File: src/rtl/mcbsp_tdm_master.sv
// McBSP-style TDM serial master: internal sclk, one fs per frame,
// SLOTS words of WIDTH bits, full duplex with a 1-deep tx holding register.
module mcbsp_tdm_master #(
    parameter int WIDTH      = 32,
    parameter int SLOTS      = 2,
    parameter int CLK_DIV    = 4,
    parameter int DATA_DELAY = 1,
    parameter int LSB_FIRST  = 0
) (
    input  logic             clk,
    input  logic             rst_n,
    input  logic             en,
    input  logic [WIDTH-1:0] tx_data,
    input  logic             tx_valid,
    output logic             tx_ready,
    output logic [WIDTH-1:0] rx_data,
    output logic [3:0]       rx_slot,
    output logic             rx_valid,
    output logic             tx_underrun,
    output logic             frame_done,
    output logic             busy,
    output logic             sclk,
    output logic             fs,
    output logic             dx,
    input  logic             dr
);

    localparam int BW = (WIDTH > 1) ? $clog2(WIDTH) : 1;
    localparam int DW = (CLK_DIV > 1) ? $clog2(CLK_DIV) : 1;
    localparam logic [BW-1:0] BIT_LAST = BW'(WIDTH - 1);
    localparam logic [3:0] SLOT_LAST = 4'(SLOTS - 1);
    localparam logic [DW-1:0] DIV_LAST = DW'(CLK_DIV - 1);
    localparam logic [1:0] SYNC_LAST =
        (DATA_DELAY > 0) ? 2'(DATA_DELAY - 1) : 2'd0;
    localparam bit LSBF = (LSB_FIRST != 0);

    typedef enum logic [1:0] {
        IDLE,
        SYNC,
        DATA
    } state_t;

    state_t state, state_n;

    logic [DW-1:0]    div_cnt;
    logic             f_evt, r_evt;
    logic [BW-1:0]    bit_cnt, bit_n;
    logic [3:0]       slot_cnt, slot_n;
    logic [1:0]       sync_cnt, sync_n;
    logic [WIDTH-1:0] tx_sh, tx_sh_n, tx_shifted;
    logic [WIDTH-1:0] hold, hold_n;
    logic             hold_full, hold_full_n;
    logic [WIDTH-1:0] rx_sh, rx_sh_n;
    logic             dx_n, fs_n, busy_n, under_n, done_n;
    logic             start_frame, load_slot, accept;

    // Bit clock: falling-edge cycle launches data, rising-edge cycle samples
    assign f_evt = (div_cnt == DIV_LAST) && sclk;
    assign r_evt = (div_cnt == DIV_LAST) && !sclk;
    assign accept = tx_valid && tx_ready;

    always_ff @(posedge clk) begin
        if (!rst_n) begin
            div_cnt <= '0;
            sclk    <= 1'b0;
        end else if (div_cnt == DIV_LAST) begin
            div_cnt <= '0;
            sclk    <= ~sclk;
        end else begin
            div_cnt <= div_cnt + 1'b1;
        end
    end

    always_ff @(posedge clk) begin
        if (!rst_n) begin
            state <= IDLE;
        end else begin
            state <= state_n;
        end
    end

    always_comb begin
        tx_shifted = LSBF ? (tx_sh >> 1) : (tx_sh << 1);
        rx_sh_n = LSBF ? {dr, rx_sh[WIDTH-1:1]}
                       : {rx_sh[WIDTH-2:0], dr};
    end

    always_comb begin
        state_n     = state;
        bit_n       = bit_cnt;
        slot_n      = slot_cnt;
        sync_n      = sync_cnt;
        tx_sh_n     = tx_sh;
        hold_n      = hold;
        hold_full_n = hold_full;
        dx_n        = dx;
        fs_n        = fs;
        busy_n      = busy;
        under_n     = 1'b0;
        done_n      = 1'b0;
        start_frame = 1'b0;
        load_slot   = 1'b0;

        if (f_evt) begin
            unique case (state)
                IDLE: begin
                    start_frame = en;
                end
                SYNC: begin
                    fs_n = 1'b0;
                    if (sync_cnt == SYNC_LAST) begin
                        state_n   = DATA;
                        bit_n     = '0;
                        slot_n    = '0;
                        load_slot = 1'b1;
                    end else begin
                        sync_n = sync_cnt + 2'd1;
                    end
                end
                DATA: begin
                    fs_n = 1'b0;
                    if (bit_cnt != BIT_LAST) begin
                        bit_n   = bit_cnt + 1'b1;
                        tx_sh_n = tx_shifted;
                        dx_n    = LSBF ? tx_shifted[0]
                                       : tx_shifted[WIDTH-1];
                    end else if (slot_cnt != SLOT_LAST) begin
                        slot_n    = slot_cnt + 4'd1;
                        bit_n     = '0;
                        load_slot = 1'b1;
                    end else begin
                        done_n = 1'b1;
                        if (en) begin
                            start_frame = 1'b1;
                        end else begin
                            state_n = IDLE;
                            busy_n  = 1'b0;
                            dx_n    = 1'b0;
                        end
                    end
                end
                default: begin
                    state_n = IDLE;
                end
            endcase
        end

        if (start_frame) begin
            fs_n   = 1'b1;
            busy_n = 1'b1;
            slot_n = '0;
            bit_n  = '0;
            sync_n = '0;
            if (DATA_DELAY == 0) begin
                state_n   = DATA;
                load_slot = 1'b1;
            end else begin
                state_n = SYNC;
                dx_n    = 1'b0;
            end
        end

        // Holding state is judged before this cycle's handshake
        if (load_slot) begin
            if (hold_full) begin
                tx_sh_n     = hold;
                dx_n        = LSBF ? hold[0] : hold[WIDTH-1];
                hold_full_n = 1'b0;
            end else begin
                tx_sh_n = '0;
                dx_n    = 1'b0;
                under_n = 1'b1;
            end
        end

        if (accept) begin
            hold_n      = tx_data;
            hold_full_n = 1'b1;
        end
    end

    always_ff @(posedge clk) begin
        if (!rst_n) begin
            bit_cnt     <= '0;
            slot_cnt    <= '0;
            sync_cnt    <= '0;
            tx_sh       <= '0;
            hold        <= '0;
            hold_full   <= 1'b0;
            tx_ready    <= 1'b0;
            dx          <= 1'b0;
            fs          <= 1'b0;
            busy        <= 1'b0;
            tx_underrun <= 1'b0;
            frame_done  <= 1'b0;
        end else begin
            bit_cnt     <= bit_n;
            slot_cnt    <= slot_n;
            sync_cnt    <= sync_n;
            tx_sh       <= tx_sh_n;
            hold        <= hold_n;
            hold_full   <= hold_full_n;
            tx_ready    <= !hold_full_n;
            dx          <= dx_n;
            fs          <= fs_n;
            busy        <= busy_n;
            tx_underrun <= under_n;
            frame_done  <= done_n;
        end
    end

    always_ff @(posedge clk) begin
        if (!rst_n) begin
            rx_sh    <= '0;
            rx_data  <= '0;
            rx_slot  <= '0;
            rx_valid <= 1'b0;
        end else begin
            rx_valid <= 1'b0;
            if (r_evt && state == DATA) begin
                rx_sh <= rx_sh_n;
                if (bit_cnt == BIT_LAST) begin
                    rx_data  <= rx_sh_n;
                    rx_slot  <= slot_cnt;
                    rx_valid <= 1'b1;
                end
            end
        end
    end

endmodule

File: config.mk
export PLATFORM = sky130hd
export DESIGN_NAME = mcbsp_tdm_master
export DESIGN_NICKNAME = d
export VERILOG_FILES = /design/src/rtl/mcbsp_tdm_master.sv
export SDC_FILE = /design/constraint.sdc
export NUM_CORES = 1
export LEC_CHECK = 0
export CAP_MARGIN = 20
export CORE_MARGIN = 2
export CORE_UTILIZATION = 30
export DETAILED_ROUTE_END_ITERATION = 16
export PLACE_DENSITY_LB_ADDON = 0.1
export SLEW_MARGIN = 20
export SYNTH_ARGS = -nofsm -noshare
export SYNTH_HDL_FRONTEND = slang
export SYNTH_SLANG_ARGS = --single-unit
File: constraint.sdc
create_clock -name clk -period 2.1 [get_ports clk]
set_input_delay 0.42 -clock clk [delete_from_list [all_inputs] [get_ports clk]]
set_output_delay 0.42 -clock clk [all_outputs]
set_load 0.005 [all_outputs]
# After elaboration in Yosys (flattened, before gate mapping)
# Cells that the tools add are included.
dict set report op_classes {
  muxes 50
  add_sub_neg 4
  n_reduce_logical 33
  eq_ne 22
  n_bitwise 6
}
# cell count
set ops {}
lappend ops {{31-bit 2-to-1 mux} 5}
lappend ops {{1-bit 2-to-1 mux} 30}
lappend ops {{2-bit inequality test, second input constant} 8}
lappend ops {{5-bit 2-to-1 mux} 3}
lappend ops {{3-bit inequality test, second input constant} 5}
lappend ops {{2-bit nonzero test} 7}
lappend ops {{4-bit 2-to-1 mux} 3}
lappend ops {{6-bit AND reduction} 2}
lappend ops {{5-bit case mux with 2 select lines} 1}
lappend ops {{5-bit AND reduction} 2}
lappend ops {{2-bit 2-to-1 mux} 4}
lappend ops {{4-bit by 1-bit inequality test with 1-bit output, second input constant} 2}
lappend ops {{4-bit case mux with 2 select lines} 1}
lappend ops {{2-bit AND reduction} 4}
lappend ops {{4-bit AND reduction} 2}
lappend ops {{1-bit inverter} 6}
lappend ops {{2-bit case mux with 3 select lines} 1}
lappend ops {{3-bit AND reduction} 2}
lappend ops {{3-bit nonzero test} 2}
lappend ops {{2-bit OR reduction} 3}
lappend ops {{5-bit by 1-bit adder with 5-bit output, second input constant} 1}
lappend ops {{5-bit equality test, second input constant} 1}
lappend ops {{5-bit inequality test, second input constant} 1}
lappend ops {{2-bit by 1-bit adder with 2-bit output, second input constant} 2}
lappend ops {{other kinds (10)} 17}
dict set report word_totals {
  regBits 154
  input_bits 37
  wordCells 135
}

# Depth between registers and ports, before layout
# Gate-level depths: netlist of run 1.
dict set report logic_depth {
  depth_word 8
  mapped_depth 9
  mapped_depth_nobuf 7
}

# Worst setup path before layout of run 1
# No wires, ideal clock.
dict set report synth_path {
  kind {reg2reg}
  startpoint {reg bit_cnt[0]}
  endpoint {reg tx_ready}
  path_slack_ps 216
  required_time_ps 1985
  stages_incl_launch_ff 10
  arrival_time_ps 1769
  cell_sequence {dfxtp_1 -> ha_1 -> and3_1 -> ha_1 -> buf_2 -> a22o_1 -> o211ai_2 -> buf_2 -> a21oi_1 -> and2_1}
}
dict set report synth_via {
  elab_chain_cells 7
}
# element line_no
set synth_lines {}
lappend synth_lines {{start: declaration} 47} ;# logic [BW-1:0] bit_cnt, bit_n;
lappend synth_lines {{start signal: assignment} 197} ;# bit_cnt <= bit_n;
lappend synth_lines {{5-bit inequality test} 122} ;# if (bit_cnt != BIT_LAST) begin
lappend synth_lines {{1-bit 2-to-1 mux} 122}
lappend synth_lines {{1-bit case mux with 2 select lines} 105} ;# unique case (state)
lappend synth_lines {{1-bit 2-to-1 mux} 104} ;# if (f_evt) begin
lappend synth_lines {{1-bit 2-to-1 mux} 164} ;# if (load_slot) begin
lappend synth_lines {{1-bit 2-to-1 mux} 176} ;# if (accept) begin
lappend synth_lines {{1-bit logical NOT} 203} ;# tx_ready <= !hold_full_n;
lappend synth_lines {{end signal: assignment} 203}
lappend synth_lines {{end: declaration} 15} ;# output logic tx_ready,
# Every way passes these cells.
# A chain may end at the register's enable or synchronous reset.

# Worst setup path after layout of run 1
dict set report layout_path {
  startpoint {reg state[1]}
  endpoint {reg tx_sh[9]}
}
dict set report layout_via {
  elab_chain_cells 5
  elab_cells_between_ends 9
  cone_classes {eq/ne (2); mux (3); reduce/logical (4)}
}
# element line_no
set layout_lines {}
lappend layout_lines {{start: declaration} 43} ;# state_t state, state_n;
lappend layout_lines {{start signal: assignment} 78} ;# state <= state_n;
lappend layout_lines {{2-bit equality test or 2-bit by 1-bit equality test with 1-bit output (tied branches)} 105}
lappend layout_lines {{1-bit case mux with 2 select lines} 105}
lappend layout_lines {{1-bit 2-to-1 mux} 104}
lappend layout_lines {{2-bit nonzero test (no source line)} n/a}
lappend layout_lines {{3-bit AND reduction (no source line)} n/a}
lappend layout_lines {{end signal: assignment} 200} ;# tx_sh <= tx_sh_n;
lappend layout_lines {{end: declaration} 50} ;# logic [WIDTH-1:0] tx_sh, tx_sh_n, tx_shifted;
# Several ways; a longest one is shown, not always the timed one.

==> results of run 1 <==
## worst max-delay path by stage
stage               startpoint           to  cells after the start
global route          state[1]    tx_sh[25]                      7
detailed placement          en     state[1]                      5
CTS                 bit_cnt[0]  slot_cnt[0]                      8
floorplan           bit_cnt[0]     tx_ready                      9
finish                state[1]     tx_sh[9]                      7
global placement            en     state[1]                      5
## synthesized netlist by cell type (all sizes together) (2+ instances only)
cell	n	share of area
a211oi	32	0.040
a21oi	143	0.12
and2	3	0.0031
and3	3	0.0031
buf	16	0.016
clkbuf	39	0.024
dfxtp	154	0.51
ha	9	0.019
inv	11	0.0068
mux2i	30	0.049
nand2	211	0.13
nand2b	2	0.0021
nand3	5	0.0041
nor2	6	0.0049
nor2b	3	0.0031
nor3	3	0.0025
o211ai	2	0.0033
o21ai	6	0.0056
o31ai	6	0.0074
or2	4	0.0041
or3	3	0.0031
or4	2	0.0025
or4b	2	0.0033
xnor2	2	0.0029
## sequential cells by signal, summed over array words and instances (netlist names), 2 cells and up
name / flops
slot_cnt: 4
rx_sh: 31
sync_cnt: 2
rx_slot: 4
rx_data: 32
bit_cnt: 5
tx_sh: 31
hold: 32
div_cnt: 2
state: 2
## logic make-up after synthesis
| family | Yosys count | share of synthesized area |
|---|---|---|
| flops | 154 | 0.5071 |
| buf+inv | 66 | 0.04733 |
| fa+ha+maj | 9 | 0.01852 |
| simple gates | 255 | 0.1768 |
| xor+xnor | 2 | 0.002882 |
| compound gates | 202 | 0.1980 |
| mux | 30 | 0.04939 |
## what timing repair did
action                     4_1_cts  5_1_grt
resized for setup                0        3
hold endpoints to repair         0        0
setup endpoints to repair        0       60
setup buffers                    0        1
hold buffers                     0        0
## layout by cell type, fill, tap and decap left out, types with 9 or more instances in the layout
cell type        instances
a21oi_1                143
dfxtp_1                154
a211oi_1                31
clkbuf_16               17
buf_12                   9
inv_1                   10
clkdlybuf4s50_1         80
mux2i_1                 30
nand2_1                210
buf_4                   19
## per-layer routing
layer / track usage / vias up / part of all wire
met5: 0 / - / 0
met4: 0.03932 / 0 / 0.0073
met3: 0.03500 / 6 / 0.033
met2: 0.2316 / 80 / 0.48
met1: 0.1667 / 2364 / 0.48
li1: - / 2600 / -
## power breakdown
part | switching, W | internal [W]
sequential | 0.0000234 | 0.00296
clock | 0.00138 | 0.00183
combinational | 0.000134 | 0.000126
total | 0.00154 | 0.00491
## cell type report
cell class / count / share of cell area
Sequential cell: 154 / 0.3880
Multi-Input combinational cell: 498 / 0.3439
Timing Repair Buffer: 108 / 0.1414
Clock buffer: 17 / 0.05353
Tap cell: 270 / 0.04251
Clock inverter: 15 / 0.02519
Inverter: 11 / 0.005511
## per-stage QoR
| stage | cell area (µm²) | cells | setup WS [ns] | util |
|---|---|---|---|---|
| 6_report | 7946 | 1073 | 0.1053 | 0.3965 |
| 2_1_floorplan | 6080 | 718 | 0.2164 | - |
| 5_1_grt | 7946 | 1073 | -0.006182 | 0.3965 |
| 4_1_cts | 7924 | 1072 | 0.0004556 | 0.3954 |
| 3_3_place_gp | 7298 | 1040 | 0.05866 | 0.3642 |
| 3_5_place_dp | 7298 | 1040 | -0.001238 | 0.3642 |
==> results.md, run 1 <==
- Status: finished, final reports clean
- Final wirelength: 13900 µm
- Hold Crit Class: flip-flop to flip-flop
- Worst VDD drop: 0.5526 mV
- P&R area growth vs syn: 30.71%
- Starting DRT DRC Count: 281
- Slowest stage cell, crit path: dfxtp_1
- Max-cap violations: 0
- Syn Inst Count: 718
- Worst setup SP type: flip-flop
- Global-route wire length before repair: 23620 µm
- Register area: 3083 µm²
- Die X-Extent: 146.4 µm
- CTS tree: built
- Fillcell total: 2062
- Root Driver: clkbuf_16
- Share of layout cells above drive strength 1: 0.09215
- Power, Total: 0.006449 W
- Area of the multi-input gates: 2733 µm²
- Ys async rst share: 0
- RD Place Congestion: 0.7740
- GRT overflow: 0
- Die Area: 21420 µm²
- Insertion delay to the later sink of the worst-skew pair: 0.43 ns
- RR Startpoint: state[1]
- Final max-slew violation count: 0
- Final setup violation count: 0
- EDFF count, synth: 0
- Final Hold Vio Count: 0
- Worst clock skew: 0.01472 ns
- Required time worst endpoint: 2.42 ns
- RR Endpoint: tx_sh[9]
- Maximum clock rate: 501.3 MHz
- Min-delay src: div_cnt[0]
- H-tree depth: 4
- Crit path cell chain: inv_1, ha_1, a211o_1, o211ai_4, buf_12, a21oi_1, a211oi_1
- Critical Path Sink Type: flip-flop
- NumNets Final: 836
- Most used DFF post-synth: dfxtp_1
- Critical path type: flip-flop to flip-flop
- Syn Nets: 764
- DRC errors left: 0
- Initial Util: 0.3034
- Hold path depth: 1
- Leakage: 2.877 nW
- Row cnt: 52
- WHS Endpoint: div_cnt[0]
- Syn avg cell area: 8.467 µm²
- Min Tclk post-route: 1.995 ns
- Buffers and inverters on the worst path: 2
- WP data arrival: 2.32 ns
- Worst-path fanout max: 24
- Dpl hpwl: 9400 µm
- Post-synth cell types: 54
- Worst slew pin tran: 0.4160 ns
- # diodes: 0
- Clock sink count: 154
- Die Y: 146.4 µm
- Rel. slew slack: 0.7220
- Wire per inst: 12.95 µm
- Initial antenna violation count: 0
- R2r setup slk: 0.11 ns
- Clk slew on worst S/H paths: 0.07 ns
- CP peak stage delay: 0.37 ns
- CP top delay family: compound AO/OA/AOI/OAI gates
- Detailed Routing Iterations Pass 1: 4
- Via count: 5050
- Yosys warning count: 0
- Core box area: 20040 µm²
- Register area share after synthesis: 0.5071
- Tot GR Track Use: 0.1347
- Worst-case reg-to-reg path depth: 7
- Mapped Area: 6080 µm²
- Vias/cell: 4.706
- Largest net degree at the start of global routing: 49
- Setup TNS: 0 ns
- PortBufs: 80
- Vias in the first global route: 4977
- Hold WS: 0.4288 ns
- Top-Level Pins: 81
- Power density cells: 811.6 nW/µm²
- Clock Path Buffers: 2
- Synth Register Bits: 154
- Final ANT Viol Nets: 0
- Number of buffers created by CTS: 17
- Period utilization: 0.9498
Note: power is estimated with default switching activity, not from simulation.
==> run 2, diff against run 1 <==
--- a/config.mk
+++ b/config.mk
@@ -10,6 +10,7 @@
 export CORE_UTILIZATION = 30
 export DETAILED_ROUTE_END_ITERATION = 16
 export PLACE_DENSITY_LB_ADDON = 0.1
+export SETUP_SLACK_MARGIN = 0.2
 export SLEW_MARGIN = 20
 export SYNTH_ARGS = -nofsm -noshare
 export SYNTH_HDL_FRONTEND = slang
==> run 2 against run 1 <==
Net effect: first-iteration DRC count down 20%; non-clock buffer count rose by 11; hold slack worse by 0.00064 ns; sequential cell count stayed put; register-to-register slack improved by 0.13 ns; combinational power up 2%; critical endpoint is now tx_sh[14]; worst setup slack improved by 0.13 ns; largest power group unchanged; power increased by 0.20%; critical path type unchanged.
==> results.md, run 2 (synthesis results as in run 1) <==
- Status: finished, final reports clean (unchanged)
- Required time worst endpoint: 2.40 ns (was 2.42 ns)
- H-tree depth: 4 (unchanged)
- RR Endpoint: tx_sh[14] (was tx_sh[9])
- R2r setup slk: 0.23 ns (was 0.11 ns)
- RD Place Congestion: 0.7740 (unchanged)
- Fin cells: 1084 (was 1073)
- Internal: 0.004911 W (was 0.004912 W)
- NumNets Final: 847 (was 836)
- Tot GR Track Use: 0.1388 (was 0.1347)
- Via count: 5161 (was 5050)
- Most frequent CP cell: ha_4
- Sw frac: 0.2400 (was 0.2383)
- Rel. slew slack: 0.6867 (was 0.7220)
- Clock sink count: 154 (unchanged)
- Largest net degree at the start of global routing: 49 (unchanged)
- Final instance area: 8357 µm² (was 7946 µm²)
- Min Tclk post-route: 1.867 ns (was 1.995 ns)
- Clock share of power: 0.498 (was 0.497)
- Vias in the first global route: 5045 (was 4977)
- Leakage: 3.017 nW (was 2.877 nW)
- Share of layout cells above drive strength 1: 0.1474 (was 0.09215)
- Gate power share: 0.041 (was 0.040)
- Initial Util: 0.3034 (unchanged)
- Critical path type: flip-flop to flip-flop (unchanged)
- Dpl hpwl: 9400 µm (unchanged)
- Slowest stage cell, crit path: dfxtp_4 (was dfxtp_1)
- Final max-slew violation count: 0 (unchanged)
- Hold path depth: 1 (unchanged)
- Hold Crit Class: flip-flop to flip-flop (unchanged)
- Setup TNS: 0 ns (unchanged)
- Die Y: 146.4 µm (unchanged)
- Worst-path fanout max: 15 (was 24)
- Dpl cell area: 7298 µm² (unchanged)
- Clock Path Buffers: 2 (unchanged)
- CP peak stage delay: 0.36 ns (was 0.37 ns)
- Maximum clock rate: 535.5 MHz (was 501.3 MHz)
- Die Area: 21420 µm² (unchanged)
- Most common cell after layout, fill and taps aside: nand2_1 (unchanged)
- Detailed Routing Iterations Pass 1: 4 (unchanged)
- Worst-case reg-to-reg path depth: 8 (was 7)
- Root Driver: clkbuf_16 (unchanged)
- RSZ-0062 raised after global routing: yes
- Worst setup SP type: flip-flop (unchanged)
- Clk slew on worst S/H paths: 0.06 ns (was 0.07 ns)
- Crit path cell chain: ha_4, and3_4, ha_4, a22o_4, o211ai_4, buf_12, bufbuf_16, a211oi_1 (was inv_1, ha_1, a211o_1, o211ai_4, buf_12, a21oi_1, a211oi_1)
- Insertion delay to the later sink of the worst-skew pair: 0.43 ns (about the same)
- DRC errors left: 0 (unchanged)
- PortBufs: 80 (unchanged)
- Worst VDD drop: 0.5558 mV (was 0.5526 mV)
- WHS Endpoint: div_cnt[0] (unchanged)
- Vias/cell: 4.761 (was 4.706)
- Final worst-path setup slack: 0.2325 ns (was 0.1053 ns)
- Die X-Extent: 146.4 µm (unchanged)
- RR Startpoint: bit_cnt[1] (was state[1])
- Core box area: 20040 µm² (unchanged)
- Period utilization: 0.8893 (was 0.9498)
- Starting DRT DRC Count: 224 (was 281)
- Critical Path Sink Type: flip-flop (unchanged)
- Min-delay src: div_cnt[0] (unchanged)
- Number of buffers created by CTS: 17 (unchanged)
- P&R area growth vs syn: 37.46% (was 30.71%)
- Placement Setup Slack: -0.001238 ns (unchanged)
- Final ANT Viol Nets: 0 (unchanged)
- Most frequent cells in the layout: 209 x nand2_1, 150 x dfxtp_1, 142 x a21oi_1 (was 210 x nand2_1, 154 x dfxtp_1, 143 x a21oi_1)
- Largest regs: hold: 32 flops, rx_data: 32 flops (unchanged)
- Global-route wire length before repair: 24290 µm (was 23620 µm)
- Top-Level Pins: 81 (unchanged)
- Cells after DPL: 1040 (unchanged)
- Psw: 0.001551 W (was 0.001537 W)
- CTS tree: built (unchanged)
- Worst clock skew: 0.01025 ns (was 0.01472 ns)
- Row cnt: 52 (unchanged)
- # diodes: 0 (unchanged)
- Initial antenna violation count: 0 (unchanged)
- Final Hold Vio Count: 0 (unchanged)
- Final setup violation count: 0 (unchanged)
- GRT overflow: 0 (unchanged)
- Worst slew pin tran: 0.4688 ns (was 0.4160 ns)
- Wire per inst: 13.62 µm (was 12.95 µm)
- Final wirelength: 14760 µm (was 13900 µm)
- WP data arrival: 2.17 ns (was 2.32 ns)
- Max-cap violations: 0 (unchanged)
- Seq pwr share: 0.461 (was 0.462)
- Power density cells: 773.3 nW/µm² (was 811.6 nW/µm²)
run 2: cell count changes in the layout (fill, tap and decap cells not counted), moves of 3 or more:
cell | before | now
dfxtp_1 | 154 | 150
buf_4 | 19 | 22
a211oi_2 | 1 | 14
a211oi_1 | 31 | 18
ha_1 | 8 | 2
ha_4 | 1 | 5
run 2: power groups by stage:
stage | clock (W) | sequential, W | combinational, W
after global routing | 0.00340 | 0.00298 | 0.000297
final | 0.00322 | 0.00298 | 0.000266
after global placement | 0 | 0.00305 | 0.000261
after floorplan | 0 | 0.00304 | 0.000130
after detailed placement | 0 | 0.00305 | 0.000266
after CTS | 0.00330 | 0.00298 | 0.000269
run 2: worst max-delay path: cells and delay by family (launching register included):
kind | cells | cell delay [ns]
DFF | 1 | 0.36
adders and majority gates | 2 | 0.35
AOI/OAI and AO/OA | 3 | 0.40
and+or+nand+nor | 1 | 0.18
buffers and inverters | 2 | 0.45
run 2: final cells by class:
cell class	instances	area [µm²]
clock buffers	17	425.4
multi-input cells	498	2925
flip-flops and latches	154	3093
well taps	270	337.8
repair buffers	119	1331
clock inverters	15	200.2
fillers	2018	11680
inverters	11	43.79
run 2: repair_timing:
| item | 4_1_cts | 5_1_grt |
|---|---|---|
| hold buffers | 0 | 0 |
| cloned | 3 | 2 |
| resized for setup | 15 | 35 |
| setup endpoints to repair | 85 | 43 |
| pin swaps | 3 | 24 |
| buffers inserted | 3 | 4 |
run 2: through the flow:
step | hold slack, ns | utilization | total power (W)
2_1_floorplan | 0.4043 | - | 0.003169
3_3_place_gp | 0.4139 | 0.3642 | 0.003309
3_5_place_dp | 0.4257 | 0.3642 | 0.003315
4_1_cts | 0.4356 | 0.4050 | 0.006555
5_1_grt | 0.4575 | 0.4170 | 0.006684
6_report | 0.4281 | 0.4170 | 0.006462
run 2: routing by layer:
metal | global-route usage | wire length (µm)
met4 | 0.04320 | 167
met2 | 0.2399 | 7229
met3 | 0.03500 | 485
met5 | 0 | 0
met1 | 0.1704 | 6882
run 2: worst max path at each step:
stage	slack, ns	cells past startpoint	end	start
CTS	0.20	9	tx_sh[9]	bit_cnt[0]
detailed placement	-0.001	5	state[1]	en
global placement	0.06	5	state[1]	en
global route	0.16	8	tx_sh[27]	bit_cnt[1]
finish	0.23	8	tx_sh[14]	bit_cnt[1]
floorplan	0.22	9	tx_ready	bit_cnt[0]
